**src/rtl/truth_table_sweeper.sv**
```systemverilog
// Exhaustive-stimulus sweeper: walks every input vector of a combinational DUT,
// captures its single output per vector and compares against an expected table.
module truth_table_sweeper #(
  parameter int                   N_IN   = 4,
  parameter int                   HOLD   = 20,
  parameter logic [(2**N_IN)-1:0] EXPECT = '0
) (
  input  logic                   clk,
  input  logic                   rst,
  input  logic                   start,
  output logic [N_IN-1:0]        vec,
  input  logic                   dut_f,
  output logic                   busy,
  output logic                   done,
  output logic                   pass,
  output logic [(2**N_IN)-1:0]   table_out,
  output logic [N_IN:0]          mismatch_cnt,
  output logic [N_IN-1:0]        first_fail,
  output logic                   fail_valid
);

  localparam int T  = 2**N_IN;
  localparam int CW = (HOLD > 1) ? $clog2(HOLD) : 1;

  typedef enum logic [1:0] {IDLE, RUN, DONE} state_e;

  state_e          state_q, state_d;
  logic [N_IN-1:0] vec_q, vec_d;
  logic [CW-1:0]   cnt_q, cnt_d;
  logic [T-1:0]    table_q, table_d;
  logic [N_IN:0]   mcnt_q, mcnt_d;
  logic [N_IN-1:0] ff_q, ff_d;
  logic            fv_q, fv_d;

  // NOTE: state registers use non-blocking assignments so every flop samples
  // the pre-edge values of the others.
  always_ff @(posedge clk or posedge rst) begin
    if (rst) begin
      state_q <= IDLE;
      vec_q   <= '0;
      cnt_q   <= '0;
      table_q <= '0;
      mcnt_q  <= '0;
      ff_q    <= '0;
      fv_q    <= 1'b0;
    end else begin
      state_q <= state_d;
      vec_q   <= vec_d;
      cnt_q   <= cnt_d;
      table_q <= table_d;
      mcnt_q  <= mcnt_d;
      ff_q    <= ff_d;
      fv_q    <= fv_d;
    end
  end

  // NOTE: every next-state signal is defaulted to its held value first, so no
  // path through the case leaves one unassigned and no latch is inferred.
  always_comb begin
    state_d = state_q;
    vec_d   = vec_q;
    cnt_d   = cnt_q;
    table_d = table_q;
    mcnt_d  = mcnt_q;
    ff_d    = ff_q;
    fv_d    = fv_q;

    unique case (state_q)
      IDLE, DONE: begin
        if (start) begin
          state_d = RUN;
          vec_d   = '0;
          cnt_d   = '0;
          table_d = '0;
          mcnt_d  = '0;
          ff_d    = '0;
          fv_d    = 1'b0;
        end
      end
      RUN: begin
        if (cnt_q == CW'(HOLD - 1)) begin
          // End of hold window: DUT output has settled, capture and score it.
          table_d[vec_q] = dut_f;
          if (dut_f != EXPECT[vec_q]) begin
            mcnt_d = mcnt_q + (N_IN + 1)'(1);
            if (!fv_q) begin
              ff_d = vec_q;
              fv_d = 1'b1;
            end
          end
          cnt_d = '0;
          if (vec_q == N_IN'(T - 1)) state_d = DONE;
          else                       vec_d   = vec_q + N_IN'(1);
        end else begin
          cnt_d = cnt_q + CW'(1);
        end
      end
      default: state_d = IDLE;
    endcase
  end

  assign vec          = vec_q;
  assign busy         = (state_q == RUN);
  assign done         = (state_q == DONE);
  assign pass         = (state_q == DONE) && (mcnt_q == '0);
  assign table_out    = table_q;
  assign mismatch_cnt = mcnt_q;
  assign first_fail   = ff_q;
  assign fail_valid   = fv_q;

endmodule

```
**config.mk**
```make
export PLATFORM = sky130hd
export DESIGN_NAME = truth_table_sweeper
export DESIGN_NICKNAME = d
export VERILOG_FILES = /design/src/rtl/truth_table_sweeper.sv
export SDC_FILE = /design/constraint.sdc
export NUM_CORES = 1
export LEC_CHECK = 0
export CAP_MARGIN = 10
export CORE_MARGIN = 5
export CORE_UTILIZATION = 40
export CTS_BUF_LIST = sky130_fd_sc_hd__clkbuf_4
export DETAILED_ROUTE_END_ITERATION = 6
export PLACE_DENSITY = 0.64
export SLEW_MARGIN = 20
export SYNTH_ARGS = -nofsm -noshare
export SYNTH_HDL_FRONTEND = slang
export SYNTH_SLANG_ARGS = --single-unit
```
**constraint.sdc**
```tcl
create_clock -name clk -period 1.59 [get_ports clk]
set_clock_uncertainty 0.1 [all_clocks]
set_input_delay 0.3975 -clock clk [delete_from_list [all_inputs] [get_ports clk]]
set_output_delay 0.3975 -clock clk [all_outputs]
set_load 0.01 [all_outputs]
```
==> summary.txt, run 1 <==
Outcome
  • Outcome: complete, but fails checks
  • Failing checks: negative setup slack

STA
  • Post-layout minimum cycle time: about 1.8 ns
  • Fin crit share: 115%
  • Final setup violation count: 26
  • Setup ws final: -0.236 ns
  • Hold_ws: 0.270 ns
  • Final Hold Vio Count: 0
  • Post-Route Setup TNS: -2.14 ns
  • Unrepaired setup endpoints after global routing: true
  • Max-slew headroom at the worst pin: between 70 and 80%
  • Worst Max-Slew Pin Slew: around 0.34 ns
  • Max frequency: ~550 MHz
  • Final Max Tran Viols: 0

Final layout
  • Share of cells above drive strength 1: 48.8%
  • P&R area growth vs syn: 72.6%
  • Nets: approximately 300
  • Fin cells: ~350
  • Fillers: 350
  • N_diodes: 0

Pwr
  • Share of power burned in the clock network: a little under an eighth
  • P_int: between 2 and 3 mW
  • Lkg Pwr: ~1.5 nW
  • Sequential Power Share: between 30% and 40%
  • Switching Power: roughly 1.7 mW
  • VDD IR-drop max: 766 uV
  • Sw frac: a little under 40%
  • Comb pwr share: between 50% and 60%
  • Pwr Density: between 1000 and 1500 nW/um^2

Logic synthesis
  • Most frequent cell after synthesis: dfrtp_1
  • Dominant synthesized flop cell: dfrtp_1
  • Synth Area in Simple Gates: between 10% and 20%
  • Synth area leaders: dfrtp_1, o21ai_1, ha_1, a22o_1, a21oi_1
  • Yosys warnings: 0
  • Distinct cells, synth: 41
  • Syn Area/Cell: just under 10 sq um
  • Complex-gate fraction of the synthesized area: 25.4%
  • Mux contribution to synthesized area: under 10%
  • #FFs+latches synth: 37
  • Fraction of registers with async set/reset: 100%
  • EDFF count, synth: 0
  • Syn_nets: 203
  • Xor/xnor share of the synthesized area: 0.465%
  • Seq/Total Area, Yosys: approximately 50%
  • Post-synth top area share: between 40% and 50%
  • Synth Area in Adders: around 4.7%
  • Cell Area, Synth: approximately 1900 sq um
  • Area leader, netlist: dfrtp_1
  • Syn Inst Count: ~190
  • Most frequent cells after synthesis: dfrtp_1, o21ai_1, a21oi_1, o21ai_0, nand2_1
  • Largest family of logic cells by synthesized area: compound AO/OA/AOI/OAI gates

Clock tree
  • CTS Buf Count: 5
  • Clock-pin slew on the worst setup and hold paths: ~0.12 ns
  • H-tree depth: 2
  • CTS root buffer: clkbuf_4
  • Cts-stage hold buffer count: 0
  • Clk sinks: 37
  • TritonCTS clock tree: done
  • Maximum clock path buffer count: 2
  • Worst skew pair latency: ~0.35 ns

Routing
  • Vias post-DR: roughly 1900
  • DR vias/cell: 5.55
  • Overall routed net length: ~6000 um
  • Number of DRC markers in iteration 0: roughly 130
  • Final ANT Viol Nets: 0
  • Final routed DRC violation total: 0
  • Drt first pass iters: 4
  • Avg WL per Cell: approximately 18 um

Setup path
  • Cell family with most CP delay: flip-flops
  • Critical path's largest stage delay: ~0.4 ns
  • Crit-path max FO: 2
  • Crit-path cells: inv_2, ha_1, nand2b_1, nor4_2, buf_2
  • Worst Path Arrival: between 1 and 1.5 ns
  • Buf/Inv on CP: 2
  • Worst Path Required: 1.09 ns
  • Worst Setup End Kind: output port
  • CP max-delay cell: dfrtp_1
  • CP Class: reg -> out
  • Critical Path Start Type: flop

Placed design
  • HPWL after detailed placement: 3600 um
  • Cells after DPL: 319
  • Port bufs: 36
  • GP Congestion: between 0.7 and 0.8

Global routing
  • GRT busiest layer: met2
  • Met1 usage: between 20% and 30%
  • First-pass GRT wire length: just over 9000 um
  • Largest net degree at the start of global routing: 38
  • Vias in the first global route: between 1500 and 2000
  • Met3 Track Usage GR: 2.98%
  • Initial antenna violation count: 0
  • Met2 Use GR: between 30% and 40%
  • Total grt overflow: 0
  • Total track usage: a little under a fifth

Floorplan
  • Die Span Y: between 70 and 80 um
  • Core area: 4660 sq um
  • Top Ports: 37
  • DIE WIDTH: between 70 and 80 um
  • Placement Rows: 25
  • Initial core utilization: between 40% and 50%
  • Die ar.: slightly above 6000 sq um

Run
  • Max Cap Violations: 0

Worst hold path
  • Hold Path Class: in -> async
cells in the final DEF, fill, tap and decap left out, types with 4 or more instances in the layout:
cell type / n
dlygate4sd2_1: 20
buf_2: 4
buf_6: 17
a21oi_1: 12
a22o_1: 9
nand2_8: 4
clkbuf_4: 5
buf_12: 5
ha_4: 4
buf_4: 47
o21ai_2: 20
nand2_1: 8
dfrtp_1: 34
inv_1: 4
nand3_1: 5
o21ai_1: 11
o21ai_0: 8
nor2_1: 9
registers in the layout, indices dropped and copies added, names as in the netlist:
name / cells
table_out: 16
cnt_q: 5
mismatch_cnt: 5
first_fail: 4
vec: 4
state_q: 2
fail_valid: 1
final timing paths:
check,start,endpoint,slack [ns],depth (start not counted)
setup / recovery,mismatch_cnt[0],pass,-0.24,5
setup reg to reg,state_q[1],mismatch_cnt[4],-0.15,5
min in group clk,table_out[5],table_out[5],0.40,2
max in group asynchronous,rst,vec[2],0.90,3
hold / removal,rst,table_out[12],0.27,3
hold reg to reg,table_out[5],table_out[5],0.40,2
power by group through the flow:
stage | Clock [mW] | Sequential (mW) | Combinational, mW
after floorplan | 0 | 1.51 | 0.777
after global placement | 0 | 1.41 | 1.84
after detailed placement | 0 | 1.41 | 1.86
after CTS | 0.517 | 1.35 | 2.04
after global routing | 0.560 | 1.39 | 2.73
final | 0.505 | 1.37 | 2.53
layer usage:
metal | vias up | wire [um]
met5 | - | 0
met4 | 0 | 95
met3 | 9 | 359
met2 | 76 | 3070
met1 | 938 | 2660
li1 | 914 | -
cell type report:
| cell class | count | area, sq um | area share, % |
|---|---|---|---|
| multi-input combinational | 140 | 1200 | 37.0 |
| timing repair buffer | 102 | 955 | 29.4 |
| sequential | 37 | 930 | 28.6 |
| tap | 54 | 67.6 | 2.08 |
| inverter | 8 | 40.0 | 1.23 |
| clock buffer | 5 | 37.5 | 1.16 |
| clock inverter | 3 | 17.5 | 0.539 |
through the flow:
stage	util [%]	power [mW]	instance area (sq um)	setup slack [ns]
floorplan	-	2.29	1910	-0.0393
global route	69.7	4.68	3250	-0.357
CTS	62.5	3.91	2910	-0.241
detailed placement	57.2	3.28	2670	-0.346
global placement	57.2	3.25	2670	-0.319
finish	69.7	4.40	3250	-0.236
kinds of logic (layout without fill, tap and decap cells):
logic type,Yosys count,count (layout)
AOI/OAI and AO/OA,78,78
xor gates and xnor gates,1,1
adders and majority gates,7,7
buffers and inverters,15,118
DFF,37,37
muxes,3,3
and+or+nand+nor,51,51
timing repair:
action / in CTS / in global routing
buffers inserted: 12 / 15
pin swaps: 15 / 25
resized for setup: 111 / 58
endpoints found under the setup margin: 66 / 42
cloned: 0 / 1
worst reg2reg max path: stages (launching register included):
cell and delay, ns:
dfrtp_1 0.44, nand2b_4 0.18, buf_6 0.14, mux2i_4 0.21, o21bai_4 0.21, a221o_1 0.35
Note: power is estimated with default switching activity, not from simulation.
==> run 2: changes to the inputs <==
--- a/config.mk
+++ b/config.mk
@@ -5,12 +5,11 @@
 export SDC_FILE = /design/constraint.sdc
 export NUM_CORES = 1
 export LEC_CHECK = 0
-export CAP_MARGIN = 10
 export CORE_MARGIN = 5
-export CORE_UTILIZATION = 40
+export CORE_UTILIZATION = 48
 export CTS_BUF_LIST = sky130_fd_sc_hd__clkbuf_4
 export DETAILED_ROUTE_END_ITERATION = 6
-export PLACE_DENSITY = 0.64
+export PLACE_DENSITY = 0.75
 export SLEW_MARGIN = 20
 export SYNTH_ARGS = -nofsm -noshare
 export SYNTH_HDL_FRONTEND = slang
==> run 2 against run 1 <==
Effect of this change: the run still ends with negative setup slack left; via count grew 11%; sequential power is essentially flat; critical path depth is the same; combinational power grew 8%; global-route usage grew 5.6 points; die area shrank 15%; critical path type unchanged; largest power group unchanged.
==> summary.txt, run 2 (synthesized netlist as in run 1, its figures left out) <==
Outcome
  • Outcome: complete, but fails checks
  • Failing checks: negative setup slack

Setup path
  • Worst Setup End Kind: output port
  • RR Endpoint: mismatch_cnt[4]
  • Crit-path max FO: 2
  • CP max-delay cell: dfrtp_1
  • Crit Reg-Reg Startpoint: state_q[1]
  • Crit-path cells: inv_2, ha_4, nand2b_4, nor4_2, buf_2
  • Reg2reg path depth: 5
  • Critical path's largest stage delay: between 0.4 and 0.5 ns
  • Cell depth of the worst setup path: 5
  • CP Class: reg -> out
  • Worst Path Required: 1.09 ns
  • Cell family with most CP delay: flip-flops
  • Buf/Inv on CP: 2
  • Worst Path Arrival: around 1.4 ns
  • Critical Path Start Type: flop
  • R2r setup slk: -0.22 ns

Run
  • Max Cap Violations: 0

Placed design
  • Port bufs: 36
  • GP Congestion: roughly 0.83
  • HPWL after detailed placement: ~3700 um
  • DP Area: 2610 sq um
  • Cells after DPL: 310

STA
  • Fin crit share: 120%
  • Setup ws final: -0.314 ns
  • Final Hold Vio Count: 0
  • Post-layout minimum cycle time: about 1.9 ns
  • Max-slew headroom at the worst pin: 65.7%
  • Max frequency: ~530 MHz
  • Worst Max-Slew Pin Slew: 0.513 ns
  • Post-Route Setup TNS: -4.12 ns
  • Final setup violation count: 36
  • Unrepaired setup endpoints after global routing: true
  • Final Max Tran Viols: 0

Clock tree
  • CTS root buffer: clkbuf_4
  • H-tree depth: 2
  • Worst skew pair latency: between 0.3 and 0.4 ns
  • TritonCTS clock tree: done
  • Maximum clock path buffer count: 2
  • Clock-pin slew on the worst setup and hold paths: 0.13 ns
  • Clk sinks: 37
  • CTS Buf Count: 5
  • Cts-stage hold buffer count: 0

Final layout
  • Fin area: between 3000 and 4000 sq um
  • Nets: between 300 and 400
  • Share of cells above drive strength 1: 51.9%
  • Fin cells: ~340
  • N_diodes: 0
  • Commonest cells after routing, fill and taps aside: buf_4, dfrtp_1, o21ai_2, dlygate4sd2_1, buf_6
  • Max FFs per register: 16
  • Most common cell after layout, fill and taps aside: buf_4
  • P&R area growth vs syn: 75.3%

Routing
  • DR vias/cell: 6.35
  • Avg WL per Cell: 24.2 um
  • Post-route met1 wirelength: around 3200 um
  • Final ANT Viol Nets: 0
  • Number of DRC markers in iteration 0: 279
  • Met3 Wirelength: approximately 540 um
  • Vias post-DR: roughly 2200
  • Drt first pass iters: 4
  • Overall routed net length: 8220 um
  • Top sig layer: met4
  • WL met2: approximately 4000 um
  • Final routed DRC violation total: 0

Global routing
  • Total grt overflow: 0
  • Total track usage: about a quarter
  • First-pass GRT wire length: a little under 10000 um
  • Vias in the first global route: roughly 2000
  • Initial antenna violation count: 0
  • Largest net degree at the start of global routing: 38

Pwr
  • Sw frac: around 40%
  • Sequential Power Share: between 20% and 30%
  • Switching Power: between 1.5 and 2 mW
  • P_int: roughly 3 mW
  • VDD IR-drop max: 1100 uV
  • Lkg Pwr: about 1.6 nW
  • Pwr Density: approximately 1500 nW/um^2
  • Share of power burned in the clock network: roughly 17%
  • Comb pwr share: approximately 55%

Worst hold path
  • Hold Path Class: in -> async

Floorplan
  • DIE WIDTH: between 70 and 80 um
  • Die Span Y: 72.6 um
  • Top Ports: 37
  • Core area: around 3700 sq um
  • Initial core utilization: 50.3%
  • Die ar.: approximately 5300 sq um
  • Placement Rows: 22
## run 2: routing by layer
metal  GRT usage (%)  vias up
li1                -      907
met4            7.58        0
met5               0        -
met3            3.99       46
met1            29.7     1068
met2            43.5      132
## run 2: worst max-delay path by stage
stage | startpoint | end | slack, ns
after floorplan | cnt_q[1] | mismatch_cnt[3] | -0.04
after global placement | start | mismatch_cnt[3] | -0.33
after detailed placement | start | mismatch_cnt[3] | -0.37
after CTS | mismatch_cnt[0] | pass | -0.34
after global routing | mismatch_cnt[0] | pass | -0.37
final | mismatch_cnt[0] | pass | -0.31
## run 2: final cells by class
cell class	instances	area (sq um)
fill	153	443
clock buffer	5	37.5
multi-input combinational	140	1270
clock inverter	3	65.1
timing repair buffer	98	902
inverter	8	36.3
tap	48	60.1
sequential	37	928
## run 2: worst min-delay path: cells and delay by family
| kind | cells | cell delay, ns |
|---|---|---|
| buffers and inverters | 3 | 0.72 |
## run 2: repair_timing
item                       in CTS  in global routing
setup buffers                  12                 12
setup endpoints to repair      65                 38
cloned                          0                  1
pin swaps                      19                 27
resized for setup             118                 58
## run 2: per-stage QoR
stage	worst slack [ns]	util, %	hold slack (ns)	total power, mW
5_1_grt	-0.372	88.2	0.303	5.13
6_report	-0.314	88.2	0.274	4.94
3_3_place_gp	-0.331	69.8	0.380	3.08
4_1_cts	-0.344	79.2	0.302	4.19
3_5_place_dp	-0.371	69.8	0.387	3.17
2_1_floorplan	-0.0393	-	0.406	2.29
## run 2: power by group through the flow
stage	Clock, mW	Combinational (mW)	Sequential [mW]
after detailed placement	0	1.77	1.40
after floorplan	0	0.777	1.51
after CTS	0.817	2.04	1.33
final	0.834	2.72	1.39
after global routing	0.887	2.84	1.41
after global placement	0	1.70	1.38
